--- src/rtl/multicycle_ctrl_fsm.sv ---
// Control FSM for the multi-cycle RV32I core: phase register, per-phase cycle counter
// and every datapath strobe, with fixed-latency or mem_ready-handshaked memory phases.
module multicycle_ctrl_fsm #(
  parameter int unsigned IF_CYCLES     = 4,
  parameter int unsigned MEM_CYCLES    = 4,
  parameter int unsigned EX_CYCLES     = 2,
  parameter int unsigned USE_MEM_READY = 0
) (
  input  logic       clk,
  input  logic       reset_n,
  input  logic [6:0] opcode,
  input  logic       branch_taken,
  input  logic       mem_ready,
  input  logic       halt_req,
  output logic       PCWriteNotCond,
  output logic       PCWrite,
  output logic       IorD,
  output logic       MemRead,
  output logic       MemWrite,
  output logic       MemtoReg,
  output logic       IRWrite,
  output logic       PCSource,
  output logic       RegWrite,
  output logic       ALUSrcA,
  output logic [1:0] ALUSrcB,
  output logic [1:0] ALUOp,
  output logic       is_ecall,
  output logic       halted,
  output logic       retire,
  output logic [2:0] state
);

  localparam int unsigned CNT_W = $clog2(16);

  localparam logic [CNT_W-1:0] IF_LAST  = CNT_W'(IF_CYCLES - 1);
  localparam logic [CNT_W-1:0] MEM_LAST = CNT_W'(MEM_CYCLES - 1);
  localparam logic [CNT_W-1:0] EX_LAST  = CNT_W'(EX_CYCLES - 1);
  localparam logic [CNT_W-1:0] CNT_MAX  = '1;
  localparam bit               HS_MODE  = (USE_MEM_READY != 0);

  localparam logic [6:0] OP_ARITH     = 7'b0110011;
  localparam logic [6:0] OP_ARITH_IMM = 7'b0010011;
  localparam logic [6:0] OP_LOAD      = 7'b0000011;
  localparam logic [6:0] OP_STORE     = 7'b0100011;
  localparam logic [6:0] OP_BRANCH    = 7'b1100011;
  localparam logic [6:0] OP_JAL       = 7'b1101111;
  localparam logic [6:0] OP_JALR      = 7'b1100111;
  localparam logic [6:0] OP_SYSTEM    = 7'b1110011;

  localparam logic       SRCA_PC  = 1'b0;
  localparam logic       SRCA_A   = 1'b1;
  localparam logic [1:0] SRCB_B   = 2'b00;
  localparam logic [1:0] SRCB_4   = 2'b01;
  localparam logic [1:0] SRCB_IMM = 2'b10;
  localparam logic [1:0] ALU_ADD  = 2'b00;
  localparam logic [1:0] ALU_FUN  = 2'b10;

  typedef enum logic [2:0] {
    S_IF   = 3'd0,
    S_ID   = 3'd1,
    S_EX   = 3'd2,
    S_MEM  = 3'd3,
    S_WB   = 3'd4,
    S_HALT = 3'd5
  } state_e;

  state_e           state_q, state_d;
  logic [CNT_W-1:0] cnt_q, cnt_d;
  logic             if_done, mem_done, ex_done;

  // State and phase counter registers
  always_ff @(posedge clk or negedge reset_n) begin
    if (!reset_n) begin
      state_q <= S_IF;
      cnt_q   <= '0;
    end else begin
      state_q <= state_d;
      cnt_q   <= cnt_d;
    end
  end

  // Next-state and datapath strobes
  always_comb begin
    state_d        = state_q;
    PCWriteNotCond = 1'b0;
    PCWrite        = 1'b0;
    IorD           = 1'b0;
    MemRead        = 1'b0;
    MemWrite       = 1'b0;
    MemtoReg       = 1'b0;
    IRWrite        = 1'b0;
    PCSource       = 1'b0;
    RegWrite       = 1'b0;
    ALUSrcA        = SRCA_PC;
    ALUSrcB        = SRCB_B;
    ALUOp          = ALU_ADD;
    is_ecall       = 1'b0;
    halted         = 1'b0;
    retire         = 1'b0;

    if_done  = HS_MODE ? mem_ready : (cnt_q == IF_LAST);
    mem_done = HS_MODE ? mem_ready : (cnt_q == MEM_LAST);
    ex_done  = (cnt_q == EX_LAST);

    case (state_q)
      S_IF: begin
        MemRead = 1'b1;
        if (if_done) begin
          IRWrite = 1'b1;
          state_d = S_ID;
        end
      end
      S_ID: begin
        ALUSrcA = SRCA_PC;
        ALUSrcB = SRCB_4;
        case (opcode)
          OP_ARITH, OP_ARITH_IMM, OP_LOAD, OP_STORE,
          OP_BRANCH, OP_JAL, OP_JALR: state_d = S_EX;
          OP_SYSTEM: begin
            is_ecall = 1'b1;
            if (halt_req) begin
              state_d = S_HALT;
            end else begin
              PCWrite = 1'b1;
              retire  = 1'b1;
              state_d = S_IF;
            end
          end
          // Unknown opcodes retire as a NOP with PC <= PC+4
          default: begin
            PCWrite = 1'b1;
            retire  = 1'b1;
            state_d = S_IF;
          end
        endcase
      end
      S_EX: begin
        if (opcode == OP_BRANCH) begin
          if (cnt_q == '0) begin
            ALUSrcA        = SRCA_A;
            ALUSrcB        = SRCB_B;
            ALUOp          = ALU_FUN;
            PCWriteNotCond = 1'b1;
            PCSource       = 1'b1;
            if (!branch_taken) begin
              retire  = 1'b1;
              state_d = S_IF;
            end
          end else begin
            ALUSrcA = SRCA_PC;
            ALUSrcB = SRCB_IMM;
            PCWrite = 1'b1;
            retire  = 1'b1;
            state_d = S_IF;
          end
        end else begin
          case (opcode)
            OP_ARITH: begin
              ALUSrcA = SRCA_A;
              ALUOp   = ALU_FUN;
            end
            OP_ARITH_IMM: begin
              ALUSrcA = SRCA_A;
              ALUSrcB = SRCB_IMM;
              ALUOp   = ALU_FUN;
            end
            OP_LOAD, OP_STORE: begin
              ALUSrcA = SRCA_A;
              ALUSrcB = SRCB_IMM;
            end
            default: ALUSrcB = SRCB_4;
          endcase
          if (ex_done) begin
            case (opcode)
              OP_LOAD, OP_STORE:            state_d = S_MEM;
              OP_ARITH, OP_ARITH_IMM,
              OP_JAL, OP_JALR:              state_d = S_WB;
              default:                      state_d = S_IF;
            endcase
          end
        end
      end
      S_MEM: begin
        IorD = 1'b1;
        case (opcode)
          OP_LOAD: begin
            MemRead = 1'b1;
            if (mem_done) state_d = S_WB;
          end
          OP_STORE: begin
            MemWrite = 1'b1;
            if (mem_done) begin
              ALUSrcA = SRCA_PC;
              ALUSrcB = SRCB_4;
              PCWrite = 1'b1;
              retire  = 1'b1;
              state_d = S_IF;
            end
          end
          default: state_d = S_IF;
        endcase
      end
      S_WB: begin
        RegWrite = 1'b1;
        PCWrite  = 1'b1;
        retire   = 1'b1;
        MemtoReg = (opcode == OP_LOAD);
        state_d  = S_IF;
        case (opcode)
          OP_JAL: ALUSrcB = SRCB_IMM;
          OP_JALR: begin
            ALUSrcA = SRCA_A;
            ALUSrcB = SRCB_IMM;
          end
          default: ALUSrcB = SRCB_4;
        endcase
      end
      S_HALT: halted = 1'b1;
      default: state_d = S_IF;
    endcase

    // Counter restarts on every phase change and saturates during unbounded stalls
    if (state_d != state_q) begin
      cnt_d = '0;
    end else if (cnt_q != CNT_MAX) begin
      cnt_d = cnt_q + CNT_W'(1);
    end else begin
      cnt_d = cnt_q;
    end

    state = state_q;

    // Everything is quiet while reset is held
    if (!reset_n) begin
      PCWriteNotCond = 1'b0;
      PCWrite        = 1'b0;
      IorD           = 1'b0;
      MemRead        = 1'b0;
      MemWrite       = 1'b0;
      MemtoReg       = 1'b0;
      IRWrite        = 1'b0;
      PCSource       = 1'b0;
      RegWrite       = 1'b0;
      ALUSrcA        = 1'b0;
      ALUSrcB        = 2'b00;
      ALUOp          = 2'b00;
      is_ecall       = 1'b0;
      halted         = 1'b0;
      retire         = 1'b0;
      state          = 3'd0;
    end
  end

endmodule

--- config.mk ---
export PLATFORM = sky130hd
export DESIGN_NAME = multicycle_ctrl_fsm
export DESIGN_NICKNAME = d
export VERILOG_FILES = /design/src/rtl/multicycle_ctrl_fsm.sv
export SDC_FILE = /design/constraint.sdc
export NUM_CORES = 1
export LEC_CHECK = 0
export BUFFER_PORTS_ARGS = -buffer_cell sky130_fd_sc_hd__buf_4
export CORE_MARGIN = 2
export CORE_UTILIZATION = 54
export CTS_BUF_LIST = sky130_fd_sc_hd__clkbuf_8
export DETAILED_ROUTE_END_ITERATION = 7
export PLACE_DENSITY = 0.84
export SLEW_MARGIN = 10
export SYNTH_ARGS = -nofsm -noshare
export SYNTH_HDL_FRONTEND = slang
export SYNTH_SLANG_ARGS = --single-unit
--- constraint.sdc ---
create_clock -name clk -period 3.7 [get_ports clk]
set_input_delay 0.74 -clock clk [delete_from_list [all_inputs] [get_ports clk]]
set_output_delay 0.74 -clock clk [all_outputs]
set_load 0.1 [all_outputs]
==> metrics.txt, run 1 <==
hold buffer count at cts 0; largest family of logic cells by synthesized area simple AND/OR/NAND/NOR gates; Fin Setup TNS 0 ns; CTS max path bufs 2; Worst Hold Class in -> async; Adder-Cell Fraction of Synth Area 3.641%; antenna cells 0; Power Total 0.6039 mW; DRC Markers 0; Slew headroom 60.28%; share of the synthesized area in the top cell type 16.99%; post-synthesis sequential area ratio 16.99%; status finished, final reports clean; Synth area leaders dfrtp_1 17%, nand2_1 5.8%, nor2_1 5.8%; port bufs 29; Initial Util 58.44%; simple-gate share of the synthesized area 43.93%; largest net degree at the start of global routing 21; Worst Path Arrival around 2.6 ns; Tcrit/Tclk final about nine tenths; RR Endpoint cnt_q[3]$_DFFE_PN0P_; vias per cell 6.005; GRT met2 Usage 46.93%; DRT iter0 DRCs 30; cell taking the most area after synthesis dfrtp_1; Fmax 0.2971 GHz; Reg2Reg Launch Point cnt_q[1]$_DFFE_PN0P_; Multi-input gate area 783.3 um^2; WL per Instance 14.97 um; cell leakage power 0.5802 nW; commonest non-fill, non-tap cell in the layout buf_4; Final Hold Viols 0; Critical Path Start Type primary input; Synth cell types 48; Mapped Area 1031 um^2; RSZ-0062 raised after global routing no; Die Ht 47.70 um; Compound-Gate Fraction of Synth Area 21.97%; CTS Buf Count 3; Area Growth Syn to Fin 24.03%; post-synthesis mux area share 1.942%; Finished Core Util 72.48%; Max-Cap Viols 0; syn avg cell area 7.312 um^2; die area about 2300 um^2; WS Path Type in -> out; layout cells sized above 1 between 30 and 40%; worst-path fanout max 8; register area 175.2 um^2; Syn Nets 156; cell count after placement 185; # rows 15; Setup Buffers After CTS 0; Finished Layout Cells 189; Final GP Congestion 0.9226; routed wire length 2.829 mm; # clock sinks 7; dpl hpwl 2.151 mm; layout net count 180; Synth Area in XOR/XNOR approximately 1.7%; Clock Skew between 0.003 and 0.004 ns; I/O pins 32; Detailed Routing Iterations Pass 1 4; Core Area 1764 um^2; cells after synthesis 141; worst reg-to-reg setup slack roughly 1.6 ns; met1 Use GR 33.64%; Most used DFF post-synth dfrtp_1; CP endpoint kind output port; Max IR drop VDD 0.5124 mV; commonest cells after routing, fill and taps aside 30 x buf_4, 16 x nand2_1, 15 x nor2_1; Top Usage Layer GRT met2; register bit total from synthesis 7; overall routing resource usage 26.59%; CTS tree done; via count about 1100; synth warn 0; Least-Margin Pin Slew 0.5958 ns; vias in the first global route between 900 and 1000; clk root buf clkbuf_8; CTS HTree Levels 1; EDFF count, synth 0; Layout fillers 151; chip width ~48 um; initial antenna violation count 0; crit path time final 3.366 ns; FFs w/ async S/R, synth 100.0%; Final ANT Viol Nets 0; # resized after CTS 0; Reg clk slew, reported paths 0.04 ns; first-pass GRT wire length 4.305 mm; met3 Usage GRT 5.660%; global route overflow 0; PD cells 472.2 nW/um^2; Worst Reg-to-Reg Cells 7; fin. max-slew vios 0; Final setup viols 0; clk_lat worst skew 0.23 ns; data required time at the worst endpoint a little under 3 ns
layout make-up:
class	instances	area share (%)
multi-input cells	118	61.25
repair buffers	30	17.61
flip-flops and latches	7	13.70
clock buffers	3	3.229
well taps	25	2.446
inverters	5	1.468
clock inverters	1	0.2935
cells by family after synthesis:
logic type,after synthesis
and+or+nand+nor,79
AOI/OAI and AO/OA,31
buffers and inverters,16
DFF,7
adders and majority gates,3
xor gates and xnor gates,2
muxes,2
other,1
stage by stage:
step	setup slack [ns]	hold slack, ns	area [um^2]
2_1_floorplan	-0.1053	0.4444	1056
3_3_place_gp	0.4568	0.6028	1234
4_1_cts	0.3565	0.3709	1279
5_1_grt	0.1831	0.3745	1279
3_5_place_dp	0.3629	0.6084	1234
6_report	0.3344	0.3681	1279
layer usage:
metal,vias to the layer above,wire (um)
met3,4,234
met4,0,13
met2,60,1389
met5,-,0
met1,515,1192
li1,556,-
synth_stat cells (2+ instances only):
master    number
a211o_1        2
a21o_1         2
a21oi_1        7
and2_1         2
and3_1         3
and4bb_2       2
buf_4          6
buf_6          2
clkbuf_1       3
dfrtp_1        7
ha_1           3
inv_1          5
mux2i_1        2
nand2_1       16
nand2b_1       3
nand3_1        5
nand3b_1       3
nor2_1        16
nor3_1         9
nor4_1         3
o21a_1         3
o21ai_0        4
o22ai_1        2
o31a_1         2
or2_2          3
or2b_2         2
or4b_1         2
xnor2_1        2
flip-flops by register name (all words and copies together), names as in the netlist:
signal and cells:
state_q 3, cnt_q 4
worst max-delay path by stage:
stage | start | to | slack, ns
finish | opcode[2] | retire | 0.33
CTS | opcode[2] | retire | 0.36
detailed placement | opcode[2] | retire | 0.36
floorplan | state_q[2]$_DFF_PN0_ | ALUSrcA | -0.11
global placement | opcode[2] | retire | 0.46
global route | opcode[2] | retire | 0.18
report_power, final:
part	internal, mW	switching, mW	leakage [nW]
combinational	0.126	0.228	0.461
sequential	0.0997	0.0453	0.0924
clock	0.0717	0.0328	0.0269
worst max-delay path, stage by stage:
cell and delay [ns]:
buf_4 0.12, nand4bb_1 0.50, nor4_1 0.61, nand2_1 0.10, a21oi_1 0.15, o21a_1 0.12, buf_4 0.28
Power figures use the tool's default switching activity.
==> run 2, diff against run 1 <==
--- a/config.mk
+++ b/config.mk
@@ -6,11 +6,12 @@
 export NUM_CORES = 1
 export LEC_CHECK = 0
 export BUFFER_PORTS_ARGS = -buffer_cell sky130_fd_sc_hd__buf_4
+export CAP_MARGIN = 20
+export CORE_ASPECT_RATIO = 1.25
 export CORE_MARGIN = 2
-export CORE_UTILIZATION = 54
+export CORE_UTILIZATION = 30
 export CTS_BUF_LIST = sky130_fd_sc_hd__clkbuf_8
 export DETAILED_ROUTE_END_ITERATION = 7
-export PLACE_DENSITY = 0.84
 export SLEW_MARGIN = 10
 export SYNTH_ARGS = -nofsm -noshare
 export SYNTH_HDL_FRONTEND = slang
==> metrics.txt, run 2 (synthesized netlist as in run 1, its figures left out) <==
# resized after CTS 0 (unchanged); Worst Reg-to-Reg Cells 7 (unchanged); register area 175.2 um^2 (unchanged); layout net count 180 (unchanged); Fin Setup TNS 0 ns (unchanged); Clock Skew 0.0004750 ns (was 0.003037 ns); Layout fillers 355 (was 151); Die Ht 69.54 um (was 47.70 um); routed wire length 2.776 mm (was 2.829 mm); final worst-path setup slack 0.4071 ns (was 0.3344 ns); Top reg by flops cnt_q (unchanged); Max-Cap Viols 0 (unchanged); Critical Path Start Type primary input (unchanged); Max IR drop VDD 0.3193 mV (was 0.5124 mV); Final ANT Viol Nets 0 (unchanged); vias in the first global route 1096 (was 977); Area Growth Syn to Fin 25.49% (was 24.03%); Tcrit/Tclk final 89.00% (was 90.96%); CTS max path bufs 2 (unchanged); Worst Path Arrival 2.55 ns (was 2.63 ns); CTS HTree Levels 1 (unchanged); antenna cells 0 (unchanged); first-pass GRT wire length 4.761 mm (was 4.305 mm); Setup Buffers After CTS 0 (unchanged); overall routing resource usage 14.29% (was 26.59%); data required time at the worst endpoint 2.96 ns (about the same); Slew headroom 60.58% (was 60.28%); Reg clk slew, reported paths 0.04 ns (about the same); WL per Instance 13.81 um (was 14.97 um); Least-Margin Pin Slew 0.5913 ns (was 0.5958 ns); CTS Buf Count 3 (unchanged); RR Endpoint cnt_q[0]$_DFFE_PN0P_ (was cnt_q[3]$_DFFE_PN0P_); chip width 56.44 um (was 47.70 um); Initial Util 31.70% (was 58.44%); I/O pins 32 (unchanged); Final Hold Viols 0 (unchanged); DRT iter0 DRCs 36 (was 30); layout cells sized above 1 30.49% (unchanged); WS Path Type in -> out (unchanged); largest net degree at the start of global routing 21 (unchanged); Detailed Routing Iterations Pass 1 4 (unchanged); status finished, final reports clean (unchanged); hold buffer count at cts 0 (unchanged); Final setup viols 0 (unchanged); cell leakage power 0.5802 nW (unchanged); Fmax 0.3037 GHz (was 0.2971 GHz); RSZ-0062 raised after global routing no (unchanged); dpl hpwl 2.207 mm (was 2.151 mm); port bufs 29 (unchanged); clk root buf clkbuf_8 (unchanged); worst-path fanout max 8 (unchanged); Multi-input gate area 783.3 um^2 (unchanged); # rows 23 (was 15); clk_lat worst skew 0.22 ns (was 0.23 ns); global route overflow 0 (unchanged); Largest regs cnt_q: 4 flops, state_q: 3 flops (unchanged); Final GP Congestion 0.8498 (was 0.9226); CP endpoint kind output port (unchanged); # clock sinks 7 (unchanged); fin. max-slew vios 0 (unchanged); worst reg-to-reg setup slack 1.64 ns (was 1.59 ns); worst slack, placed 0.4210 ns (was 0.3629 ns); commonest non-fill, non-tap cell in the layout buf_4 (unchanged); Worst Hold Class in -> async (unchanged); initial antenna violation count 0 (unchanged); via count 1098 (was 1135); PD cells 459.1 nW/um^2 (was 472.2 nW/um^2); crit path time final 3.293 ns (was 3.366 ns); Core Area 3252 um^2 (was 1764 um^2); number of flip-flops in the largest register 4 (unchanged); CTS tree done (unchanged); DRC Markers 0 (unchanged); Reg2Reg Launch Point cnt_q[1]$_DFFE_PN0P_ (unchanged); vias per cell 5.463 (was 6.005); die area 3924 um^2 (was 2275 um^2); commonest cells after routing, fill and taps aside 30 x buf_4, 16 x nand2_1, 15 x nor2_1 (unchanged)
-- run 2: cell counts in the layout (fill, tap and decap cells not counted) --
Identical to the previous run, type by type.
-- run 2: per-stage QoR --
step / instances / power [mW] / util (%) / hold WS [ns] / area [um^2]
2_1_floorplan: 141 / 0.4279 / - / 0.4444 / 1056
3_3_place_gp: 197 / 0.4868 / 38.40 / 0.6105 / 1249
3_5_place_dp: 197 / 0.4935 / 38.40 / 0.6102 / 1249
4_1_cts: 201 / 0.5998 / 39.78 / 0.3735 / 1294
5_1_grt: 201 / 0.6424 / 39.78 / 0.3815 / 1294
6_report: 201 / 0.5940 / 39.78 / 0.3738 / 1294
-- run 2: worst max path at each step --
stage / from / end / slack, ns / cells after the start
after floorplan: state_q[2]$_DFF_PN0_ / ALUSrcA / -0.11 / 6
after global placement: opcode[2] / retire / 0.45 / 7
after detailed placement: opcode[2] / retire / 0.42 / 7
after CTS: opcode[2] / retire / 0.42 / 7
after global routing: opcode[2] / retire / 0.26 / 7
final: opcode[2] / retire / 0.41 / 7
-- run 2: worst max-delay path, cell delays in order --
cell       delay [ns]
buf_4            0.12
nand4bb_1        0.45
nor4_1           0.58
nand2_1          0.10
a21oi_1          0.16
o21a_1           0.12
buf_4            0.28
-- run 2: power by group --
group          switching [mW]  internal, mW  total [mW]
sequential             0.0428        0.0998       0.143
combinational           0.224         0.126       0.350
clock                  0.0301        0.0714       0.102
total                   0.297         0.297       0.594
-- run 2: layout make-up --
| type | instances | share of cell area (%) |
|---|---|---|
| well taps | 37 | 3.578 |
| flip-flops and latches | 7 | 13.54 |
| clock buffers | 3 | 3.191 |
| repair buffers | 30 | 17.41 |
| clock inverters | 1 | 0.2901 |
| multi-input cells | 118 | 60.54 |
| inverters | 5 | 1.451 |
-- run 2: routing by layer --
metal / GRT usage, % / vias up / wire length (um)
met1: 18.86 / 507 / 1241
met4: 3.704 / 0 / 18
met3: 2.612 / 2 / 145
met2: 23.64 / 33 / 1371
met5: 0 / - / 0
li1: - / 556 / -
